===== src/rtl/pattern_tx_pkg.sv =====
// pattern_tx_pkg: shared types and defaults for the pattern transmitter.
//   state_e      - FSM state encoding (StPar exists only with PATTERN_TX_PARITY_EN)
//   PatWDefault  - default frame width in bits
//   CntWDefault  - default width of the repeat count
// Optional feature macro: PATTERN_TX_PARITY_EN (appends an even-parity bit to each frame).
package pattern_tx_pkg;

  localparam int unsigned PatWDefault = 4;
  localparam int unsigned CntWDefault = 4;

`ifdef PATTERN_TX_PARITY_EN
  typedef enum logic [1:0] {StIdle, StShift, StPar} state_e;
`else
  typedef enum logic [1:0] {StIdle, StShift} state_e;
`endif

endpackage


===== src/rtl/pattern_tx_if.sv =====
// pattern_tx_if: request/serial-output bundle of the pattern transmitter.
//   start_i      - transfer request (sampled by the transmitter only when idle)
//   pattern_i    - frame bits, sent MSB first
//   repeat_i     - number of extra frames (frames sent = repeat_i + 1)
//   dout_o       - serial data bit
//   dout_valid_o - dout_o carries a frame or parity bit
//   busy_o       - transfer in progress
//   done_o       - one-cycle pulse after the last bit
// master: the requester; slave: the transmitter.
interface pattern_tx_if
  import pattern_tx_pkg::*;
#(
  parameter int unsigned PAT_W = PatWDefault,
  parameter int unsigned CNT_W = CntWDefault
);

  logic             start_i;
  logic [PAT_W-1:0] pattern_i;
  logic [CNT_W-1:0] repeat_i;
  logic             dout_o;
  logic             dout_valid_o;
  logic             busy_o;
  logic             done_o;

  modport master (
    output start_i, pattern_i, repeat_i,
    input  dout_o, dout_valid_o, busy_o, done_o
  );

  modport slave (
    input  start_i, pattern_i, repeat_i,
    output dout_o, dout_valid_o, busy_o, done_o
  );

endinterface


===== src/rtl/pattern_shift_reg.sv =====
// pattern_shift_reg: latched frame plus bit index for MSB-first serialisation.
//   clk, rst    - clock, asynchronous active-high reset
//   load_i      - latch pattern_i and point at the MSB
//   step_i      - move to the next lower bit
//   rewind_i    - point back at the MSB of the latched frame
//   pattern_i   - frame to latch
//   last_o      - index is at the LSB
//   next_bit_o  - bit that becomes current after a step
//   msb_o       - MSB of the latched frame
//   parity_o    - even parity of the latched frame (only with PATTERN_TX_PARITY_EN)
module pattern_shift_reg #(
  parameter int unsigned PAT_W = 4
) (
  input  logic             clk,
  input  logic             rst,
  input  logic             load_i,
  input  logic             step_i,
  input  logic             rewind_i,
  input  logic [PAT_W-1:0] pattern_i,
  output logic             last_o,
  output logic             next_bit_o,
`ifdef PATTERN_TX_PARITY_EN
  output logic             parity_o,
`endif
  output logic             msb_o
);

  localparam int unsigned IdxW = $clog2(PAT_W);
  localparam logic [IdxW-1:0] IdxMax = IdxW'(PAT_W - 1);

  logic [PAT_W-1:0] frame_q, frame_d;
  logic [IdxW-1:0]  idx_q, idx_d;
  logic [IdxW-1:0]  idx_m1;

  always_comb begin
    frame_d = frame_q;
    idx_d   = idx_q;
    if (load_i) begin
      frame_d = pattern_i;
      idx_d   = IdxMax;
    end else if (rewind_i) begin
      idx_d   = IdxMax;
    end else if (step_i) begin
      idx_d   = idx_q - IdxW'(1);
    end
  end

  always_ff @(posedge clk or posedge rst) begin
    if (rst) begin
      frame_q <= '0;
      idx_q   <= '0;
    end else begin
      frame_q <= frame_d;
      idx_q   <= idx_d;
    end
  end

  assign idx_m1     = idx_q - IdxW'(1);
  assign last_o     = (idx_q == '0);
  // At the LSB the look-ahead index wraps; the bit is unused there, so force 0.
  assign next_bit_o = last_o ? 1'b0 : frame_q[idx_m1];
  assign msb_o      = frame_q[PAT_W-1];
`ifdef PATTERN_TX_PARITY_EN
  assign parity_o   = ^frame_q;
`endif

endmodule


===== src/rtl/pattern_tx.sv =====
// pattern_tx: serialises a PAT_W-bit pattern MSB first, repeat+1 frames back to back.
//   clk, rst - clock, asynchronous active-high reset
//   bus      - pattern_tx_if slave: start/pattern/repeat in, dout/dout_valid/busy/done out
// All outputs are registered; first bit appears the cycle after start is accepted.
// Optional feature macro: PATTERN_TX_PARITY_EN inserts an even-parity bit after each frame.
module pattern_tx
  import pattern_tx_pkg::*;
#(
  parameter int unsigned PAT_W = PatWDefault,
  parameter int unsigned CNT_W = CntWDefault
) (
  input  logic         clk,
  input  logic         rst,
  pattern_tx_if.slave  bus
);

  state_e           state_q, state_d;
  logic [CNT_W-1:0] cnt_q, cnt_d;
  logic             dout_q, dout_d;
  logic             valid_q, valid_d;
  logic             done_q, done_d;
  logic             frame_end;

  logic sr_load, sr_step, sr_rewind;
  logic sr_last, sr_next_bit, sr_msb;
`ifdef PATTERN_TX_PARITY_EN
  logic sr_parity;
`endif

  pattern_shift_reg #(
    .PAT_W (PAT_W)
  ) u_shift (
    .clk        (clk),
    .rst        (rst),
    .load_i     (sr_load),
    .step_i     (sr_step),
    .rewind_i   (sr_rewind),
    .pattern_i  (bus.pattern_i),
    .last_o     (sr_last),
    .next_bit_o (sr_next_bit),
`ifdef PATTERN_TX_PARITY_EN
    .parity_o   (sr_parity),
`endif
    .msb_o      (sr_msb)
  );

  always_comb begin
    state_d   = state_q;
    cnt_d     = cnt_q;
    dout_d    = 1'b0;
    valid_d   = 1'b0;
    done_d    = 1'b0;
    frame_end = 1'b0;
    sr_load   = 1'b0;
    sr_step   = 1'b0;
    sr_rewind = 1'b0;

    unique case (state_q)
      StIdle: begin
        if (bus.start_i) begin
          sr_load = 1'b1;
          cnt_d   = bus.repeat_i;
          dout_d  = bus.pattern_i[PAT_W-1];
          valid_d = 1'b1;
          state_d = StShift;
        end
      end
      StShift: begin
        if (!sr_last) begin
          sr_step = 1'b1;
          dout_d  = sr_next_bit;
          valid_d = 1'b1;
        end else begin
`ifdef PATTERN_TX_PARITY_EN
          dout_d  = sr_parity;
          valid_d = 1'b1;
          state_d = StPar;
`else
          frame_end = 1'b1;
`endif
        end
      end
`ifdef PATTERN_TX_PARITY_EN
      StPar: frame_end = 1'b1;
`endif
      default: state_d = StIdle;
    endcase

    // Either start the next frame back to back or finish the transfer.
    if (frame_end) begin
      if (cnt_q != '0) begin
        cnt_d     = cnt_q - CNT_W'(1);
        sr_rewind = 1'b1;
        dout_d    = sr_msb;
        valid_d   = 1'b1;
        state_d   = StShift;
      end else begin
        done_d  = 1'b1;
        state_d = StIdle;
      end
    end
  end

  always_ff @(posedge clk or posedge rst) begin
    if (rst) begin
      state_q <= StIdle;
      cnt_q   <= '0;
      dout_q  <= 1'b0;
      valid_q <= 1'b0;
      done_q  <= 1'b0;
    end else begin
      state_q <= state_d;
      cnt_q   <= cnt_d;
      dout_q  <= dout_d;
      valid_q <= valid_d;
      done_q  <= done_d;
    end
  end

  assign bus.dout_o       = dout_q;
  assign bus.dout_valid_o = valid_q;
  // busy spans exactly the cycles that carry a bit, so it shares the valid flop.
  assign bus.busy_o       = valid_q;
  assign bus.done_o       = done_q;

endmodule


===== src/flat_wrapper.sv =====
// flat-port wrapper written by rule: the top's interface ports become plain ports
module pattern_tx_flat import pattern_tx_pkg::*;
#(
  parameter int unsigned PAT_W = PatWDefault,
  parameter int unsigned CNT_W = CntWDefault
)
  (clk, rst, bus_start_i, bus_pattern_i, bus_repeat_i, bus_dout_o, bus_dout_valid_o, bus_busy_o, bus_done_o);
  pattern_tx_if #(.PAT_W(PAT_W), .CNT_W(CNT_W)) bus_i ();
  input  logic clk;
  input  logic rst;
  input wire logic [$bits(bus_i.start_i)-1:0] bus_start_i;
  input wire logic [$bits(bus_i.pattern_i)-1:0] bus_pattern_i;
  input wire logic [$bits(bus_i.repeat_i)-1:0] bus_repeat_i;
  output wire logic [$bits(bus_i.dout_o)-1:0] bus_dout_o;
  output wire logic [$bits(bus_i.dout_valid_o)-1:0] bus_dout_valid_o;
  output wire logic [$bits(bus_i.busy_o)-1:0] bus_busy_o;
  output wire logic [$bits(bus_i.done_o)-1:0] bus_done_o;
  assign bus_i.start_i = bus_start_i;
  assign bus_i.pattern_i = bus_pattern_i;
  assign bus_i.repeat_i = bus_repeat_i;
  assign bus_dout_o = bus_i.dout_o;
  assign bus_dout_valid_o = bus_i.dout_valid_o;
  assign bus_busy_o = bus_i.busy_o;
  assign bus_done_o = bus_i.done_o;
  pattern_tx #(.PAT_W(PAT_W), .CNT_W(CNT_W)) u_core (.clk(clk), .rst(rst), .bus(bus_i));
endmodule

===== config.mk =====
export PLATFORM = sky130hd
export DESIGN_NAME = pattern_tx_flat
export DESIGN_NICKNAME = d
export VERILOG_FILES = /design/src/rtl/pattern_tx_pkg.sv /design/src/rtl/pattern_tx_if.sv /design/src/rtl/pattern_shift_reg.sv /design/src/rtl/pattern_tx.sv /design/src/flat_wrapper.sv
export SDC_FILE = /design/constraint.sdc
export NUM_CORES = 1
export LEC_CHECK = 0
export ABC_AREA = 1
export CAP_MARGIN = 10
export CORE_MARGIN = 3
export CORE_UTILIZATION = 30
export DETAILED_ROUTE_END_ITERATION = 7
export GPL_TIMING_DRIVEN = 0
export PLACE_DENSITY = 0.49
export SYNTH_ARGS = -nofsm -noshare
export SYNTH_HDL_FRONTEND = slang
export SYNTH_SLANG_ARGS = --single-unit

===== constraint.sdc =====
create_clock -name clk -period 2.1 [get_ports clk]
set_clock_uncertainty 0.15 [all_clocks]
set_input_delay 0.315 -clock clk [delete_from_list [all_inputs] [get_ports clk]]
set_output_delay 0.315 -clock clk [all_outputs]
set_load 0.005 [all_outputs]

==> results of run 1 <==
flip-flops by register name, summed over array words and instances, names as in the netlist:
name                    cells
u_core.u_shift.frame_q      4
u_core.bus.dout_o           1
u_core.bus.busy_o           1
u_core.u_shift.idx_q        2
u_core.bus.done_o           1
u_core.cnt_q                4
u_core.state_q              1
kinds of logic after synthesis:
logic type               count (synthesis)  synth area share
AND/OR/NAND/NOR                         36             0.222
buffers and inverters                   18             0.106
flip-flops                              14             0.464
AO/OA/AOI/OAI                           17             0.146
XOR/XNOR                                 1            0.0116
adder cells (fa/ha/maj)                  3            0.0498
worst max path at each step:
stage / slack, ns / start / endpoint
5_1_grt: 0.38 / u_core.bus.busy_o$_DFF_PP0_ / bus_dout_valid_o
3_3_place_gp: 0.47 / bus_start_i / u_core.cnt_q[2]$_DFF_PP0_
4_1_cts: 0.41 / u_core.bus.busy_o$_DFF_PP0_ / bus_dout_valid_o
6_report: 0.43 / u_core.bus.busy_o$_DFF_PP0_ / bus_dout_valid_o
3_5_place_dp: 0.46 / bus_start_i / u_core.cnt_q[3]$_DFF_PP0_
2_1_floorplan: 0.76 / u_core.u_shift.idx_q[0]$_DFFE_PP0P_ / u_core.cnt_q[3]$_DFF_PP0_
worst max-delay path: stages (launching register included):
cell and delay [ns]:
dfrtp_1 0.38, buf_4 0.12, clkdlybuf4s50_1 0.43
layout make-up:
cell class / count / area [sq um] / area share
inverters: 16 / 61.3 / 0.0635
well taps: 28 / 35.0 / 0.0363
repair buffers: 14 / 140 / 0.145
multi-input cells: 57 / 324 / 0.335
clock buffers: 4 / 36.3 / 0.0376
plain buffers: 2 / 18.8 / 0.0194
flip-flops and latches: 14 / 350 / 0.363
cells in the final DEF, fill, tap and decap left out:
cell / instances
a21oi_1: 2
a31oi_1: 1
buf_4: 1
buf_6: 1
clkbuf_4: 3
clkbuf_8: 1
clkdlybuf4s50_1: 14
clkinv_2: 1
dfrtp_1: 14
ha_1: 3
inv_1: 13
inv_2: 2
nand2_1: 19
nand2_2: 1
nand2_4: 2
nand3_1: 6
nor2_1: 7
nor2_4: 1
o2111ai_1: 1
o211ai_2: 1
o21ai_0: 3
o21ai_1: 5
o21ai_2: 3
o22ai_1: 1
xor2_1: 1
through the flow:
step | utilization | setup slack [ns]
after global routing | 0.420 | 0.378
after detailed placement | 0.405 | 0.458
final | 0.420 | 0.432
after global placement | 0.405 | 0.469
after floorplan | - | 0.762
after CTS | 0.420 | 0.409
power by group:
part           switching, mW  internal (mW)  leakage (nW)
registers             0.0516          0.397         0.164
clock network         0.0845          0.105        0.0210
logic                  0.407          0.304         0.296
total                  0.543          0.806         0.481
metal layers:
layer / wire length (um) / vias to the layer above
li1: - / 317
met1: 699 / 259
met2: 578 / 11
met3: 78 / 2
met4: 10 / 0
met5: 0 / -
==> impl_metrics.tcl, run 1 <==
set metrics [dict create \
    power_mw 1.35 \
    synth.most_common_cell "nand2_1" \
    grt_start_max_net_pins 15 \
    worst-endpoint-arrival_ns 1.20 \
    worst_ir_drop_vdd_mv 0.578 \
    timing.hold.ws_ns 0.226 \
    antenna_found_initial 0 \
    io_buffers 14 \
    use_met1 0.141 \
    ys.warnings.count 0 \
    drive_gt1_frac 0.159 \
    finalHoldViolations 0 \
    r2r-end "u_core.cnt_q[0]$_DFF_PP0_" \
    syn2layout_area_growth_pct 28.0 \
    dr_total_vias 589 \
    cts_root_buf "clkbuf_4" \
    synth_area_sq_um 754 \
    avgViaCountPerCell 4.36 \
    synth_largest_area_cell "dfrtp_1" \
    grt_pass1_wl_um 2660 \
    cts_setup_buffers 0 \
    globalplace.congestion 0.675 \
    die_area_sq_mm 0.00315 \
    use_met3 0.0487 \
    cts_resized 0 \
    timing.final.crit_share 0.794 \
    busiest_layer "met2" \
    drt-initial-drc-count 2 \
    yosys-top-cells-count "nand2_1, dfrtp_1, inv_1" \
    syn_inst 89 \
    die_w_um 56.2 \
    num-fill-cells 241 \
    p_leak_nw 0.481 \
    io_pins 15 \
    core_sq_mm 0.00230 \
    cts_tree "done" \
    critPathCaptureType "output port" \
    ys.flop_type "dfrtp_1" \
    max_cap_viol_count 0 \
    layout.nets 122 \
    wire_per_inst_um 10.1 \
    routed_wl_um 1370 \
    avgSynthCellArea_sq_um 8.48 \
    fmax_mhz 600 \
    start_util 0.328 \
    slew_headroom 0.641 \
    drt_pass1_iterations 3 \
    final_antenna_net_count 0 \
    slew_viol_final 0 \
    cp.required_ns 1.63 \
    reg2reg_setup_slack_ns 0.65 \
    reg2regPathDepth 8 \
    power_density_mw_per_mm2 1400 \
    setup_tns_ns 0 \
    final_cells 135 \
    synth.distinct_cells 22 \
    die_y_um 56.2 \
    crit_fanout 2 \
    setup_violations 0 \
    grt_use_met2 0.160 \
    n_antenna_cell 0 \
    drc 0 \
    netlist.area_leader.share 0.464 \
    syn-num-nets 103 \
    synth_edf_count 0 \
    worstReg2RegStart "u_core.u_shift.idx_q[0]$_DFFE_PP0P_" \
    criticalPathCategory "flip-flop to output port" \
    ys_seq_area_frac 0.464 \
    cp-start-kind "flip-flop" \
    grt-ovfl-total 0 \
    hold_class "primary input to async pin" \
    cts_buffer_depth 2 \
    worst_pin_slew_ns 0.538 \
    cts_buffers 3 \
    hold_buffers 0 \
    grt_pass1_vias 613 \
    rsz0062_at_grt "no" \
    status "finished clean" \
    fin_area_sq_um 966 \
    placed_area_sq_um 930 \
    cts_max_level 1 \
    finalCriticalPeriod_ns 1.67 \
    ys_ff_latch 14 \
    worst_setup_hold_path_clk_slew_ns 0.08 \
    floorplan.rows 17 \
    cts_sinks 14 \
    ys_top_cells_by_area "dfrtp_1, nand2_1, inv_1" \
    grt_use_total 0.107 \
    hpwl_um 1080 \
    dp_cells 131 \
    clkLatencyLatePin_ns 0.27 \
    async_reset_ff_frac 1.00 \
]
Note: power is estimated with default switching activity, not from simulation.
==> inputs of run 2 (changes only) <==
==> constraint.sdc (replaced) <==
create_clock -name clk -period 1.6 [get_ports clk]
set_clock_uncertainty 0.15 [all_clocks]
set_input_delay 0.24 -clock clk [delete_from_list [all_inputs] [get_ports clk]]
set_output_delay 0.24 -clock clk [all_outputs]
set_load 0.005 [all_outputs]
==> run 2 against run 1 <==
Compared with the run above:
- worst hold slack worse by 0.075 ns
- cell count is 0.74% higher
- sequential power is 32% higher
- setup slack worse by 0.34 ns
- count of clock-buffer cells in the layout stayed put
- combinational power is 35% higher
- sequential share of layout area is 0.46 points lower
- critical path type unchanged
- critical endpoint is now bus_busy_o
- highest routed layer unchanged
==> impl_metrics.tcl, run 2 (synthesized netlist as in run 1, its figures left out) <==
set metrics [dict create \
    max_cap_viol_count 0 \
    cts_sinks 14 \
    drc 0 \
    reg2regPathDepth 7 \
    cp-start-kind "flip-flop" \
    cts_root_buf "clkbuf_4" \
    worstPathCellList "clkdlybuf4s50_1" \
    drt-initial-drc-count 6 \
    die_w_um 56.2 \
    start_util 0.328 \
    cts_setup_buffers 0 \
    power_density_mw_per_mm2 1840 \
    timing.hold.ws_ns 0.152 \
    n_antenna_cell 0 \
    setup_slack_ns 0.0950 \
    criticalPathCategory "flip-flop to output port" \
    worst_pin_slew_ns 0.540 \
    dr_total_vias 596 \
    avgViaCountPerCell 4.38 \
    worstReg2RegStart "u_core.cnt_q[0]$_DFF_PP0_" \
    dp_cells 131 \
    slew_viol_final 0 \
    r2r-end "u_core.cnt_q[0]$_DFF_PP0_" \
    drive_gt1_frac 0.194 \
    status "finished clean" \
    placed_area_sq_um 930 \
    setup_tns_ns 0 \
    final_antenna_net_count 0 \
    timing.final.crit_share 0.941 \
    setup.worst_path.end "bus_busy_o" \
    startpoint "u_core.bus.busy_o$_DFF_PP0_" \
    final_cells 136 \
    p_leak_nw 0.479 \
    cts_max_level 1 \
    crit_fanout 2 \
    io_buffers 14 \
    cts_tree "done" \
    hold_class "primary input to async pin" \
    rsz0062_at_grt "no" \
    fin_area_sq_um 978 \
    setup_violations 0 \
    cp.required_ns 1.21 \
    grt_pass1_vias 613 \
    layout.nets 123 \
    syn2layout_area_growth_pct 29.7 \
    fmax_mhz 664 \
    cts_buffers 3 \
    finalCriticalPeriod_ns 1.51 \
    preCtsSetupSlack_ns 0.0329 \
    reg2reg_setup_slack_ns 0.17 \
    die_area_sq_mm 0.00315 \
    hold_buffers 0 \
    die_y_um 56.2 \
    crit_buf_inv 1 \
    slowest_stage "clkdlybuf4s50_1" \
    worst-endpoint-arrival_ns 1.12 \
    grt_pass1_wl_um 2660 \
    grt-ovfl-total 0 \
    globalplace.congestion 0.675 \
    io_pins 15 \
    drt_pass1_iterations 3 \
    worst_setup_hold_path_clk_slew_ns 0.08 \
    antenna_found_initial 0 \
    post-route-util 0.426 \
    grt_start_max_net_pins 15 \
    cp_top_family "buffers and inverters" \
    cts_buffer_depth 2 \
    grt_use_total 0.107 \
    wire_per_inst_um 10.5 \
    critical_path.max_stage_delay_ns 0.50 \
    hpwl_um 1080 \
    reg_top3 "u_core.cnt_q (4), u_core.u_shift.frame_q (4), u_core.u_shift.idx_q (2)" \
    worst_ir_drop_vdd_mv 0.769 \
    crit_cells 1 \
    final_common_cell "nand2_1" \
    power_mw 1.80 \
    layout_common_cells "nand2_1, dfrtp_1, clkdlybuf4s50_1" \
    floorplan.rows 17 \
    core_sq_mm 0.00230 \
    clkLatencyLatePin_ns 0.27 \
    finalHoldViolations 0 \
    slew_headroom 0.640 \
    critPathCaptureType "output port" \
    routed_wl_um 1430 \
]
[run 2: how the worst min path moves through the flow]
| stage | from | endpoint | slack, ns | cells past startpoint |
|---|---|---|---|---|
| after floorplan | rst | u_core.bus.busy_o$_DFF_PP0_ | -0.02 | 1 |
| after global placement | u_core.u_shift.frame_q[2]$_DFFE_PP0P_ | u_core.u_shift.frame_q[2]$_DFFE_PP0P_ | 0.36 | 2 |
| after detailed placement | u_core.u_shift.frame_q[2]$_DFFE_PP0P_ | u_core.u_shift.frame_q[2]$_DFFE_PP0P_ | 0.36 | 2 |
| after CTS | rst | u_core.u_shift.frame_q[1]$_DFFE_PP0P_ | 0.17 | 2 |
| after global routing | rst | u_core.u_shift.idx_q[0]$_DFFE_PP0P_ | 0.21 | 2 |
| final | rst | u_core.u_shift.frame_q[1]$_DFFE_PP0P_ | 0.15 | 2 |
[run 2: what timing repair did]
item / in CTS / in global routing
cloned: 0 / 1
endpoints found under the setup margin: 1 / 4
pin swaps: 0 / 1
resized for setup: 1 / 3
[run 2: layer usage]
metal	vias up	part of all wire	global-route usage
li1	320	-	-
met1	263	0.51	0.141
met5	-	0	0
met4	0	0.0070	0.0203
met2	11	0.43	0.160
met3	2	0.055	0.0487
[run 2: area by class of cell]
cell class	count	area, sq um
clock buffers	4	36.3
well taps	28	35.0
inverters	16	61.3
fillers	243	1320
multi-input cells	58	338
repair buffers	14	139
plain buffers	2	18.8
flip-flops and latches	14	350
[run 2: where the power goes]
| group | internal (mW) | total, mW | switching, mW | leakage (nW) |
|---|---|---|---|---|
| clock network | 0.138 | 0.249 | 0.111 | 0.0210 |
| registers | 0.521 | 0.591 | 0.0703 | 0.164 |
| logic | 0.402 | 0.959 | 0.557 | 0.294 |
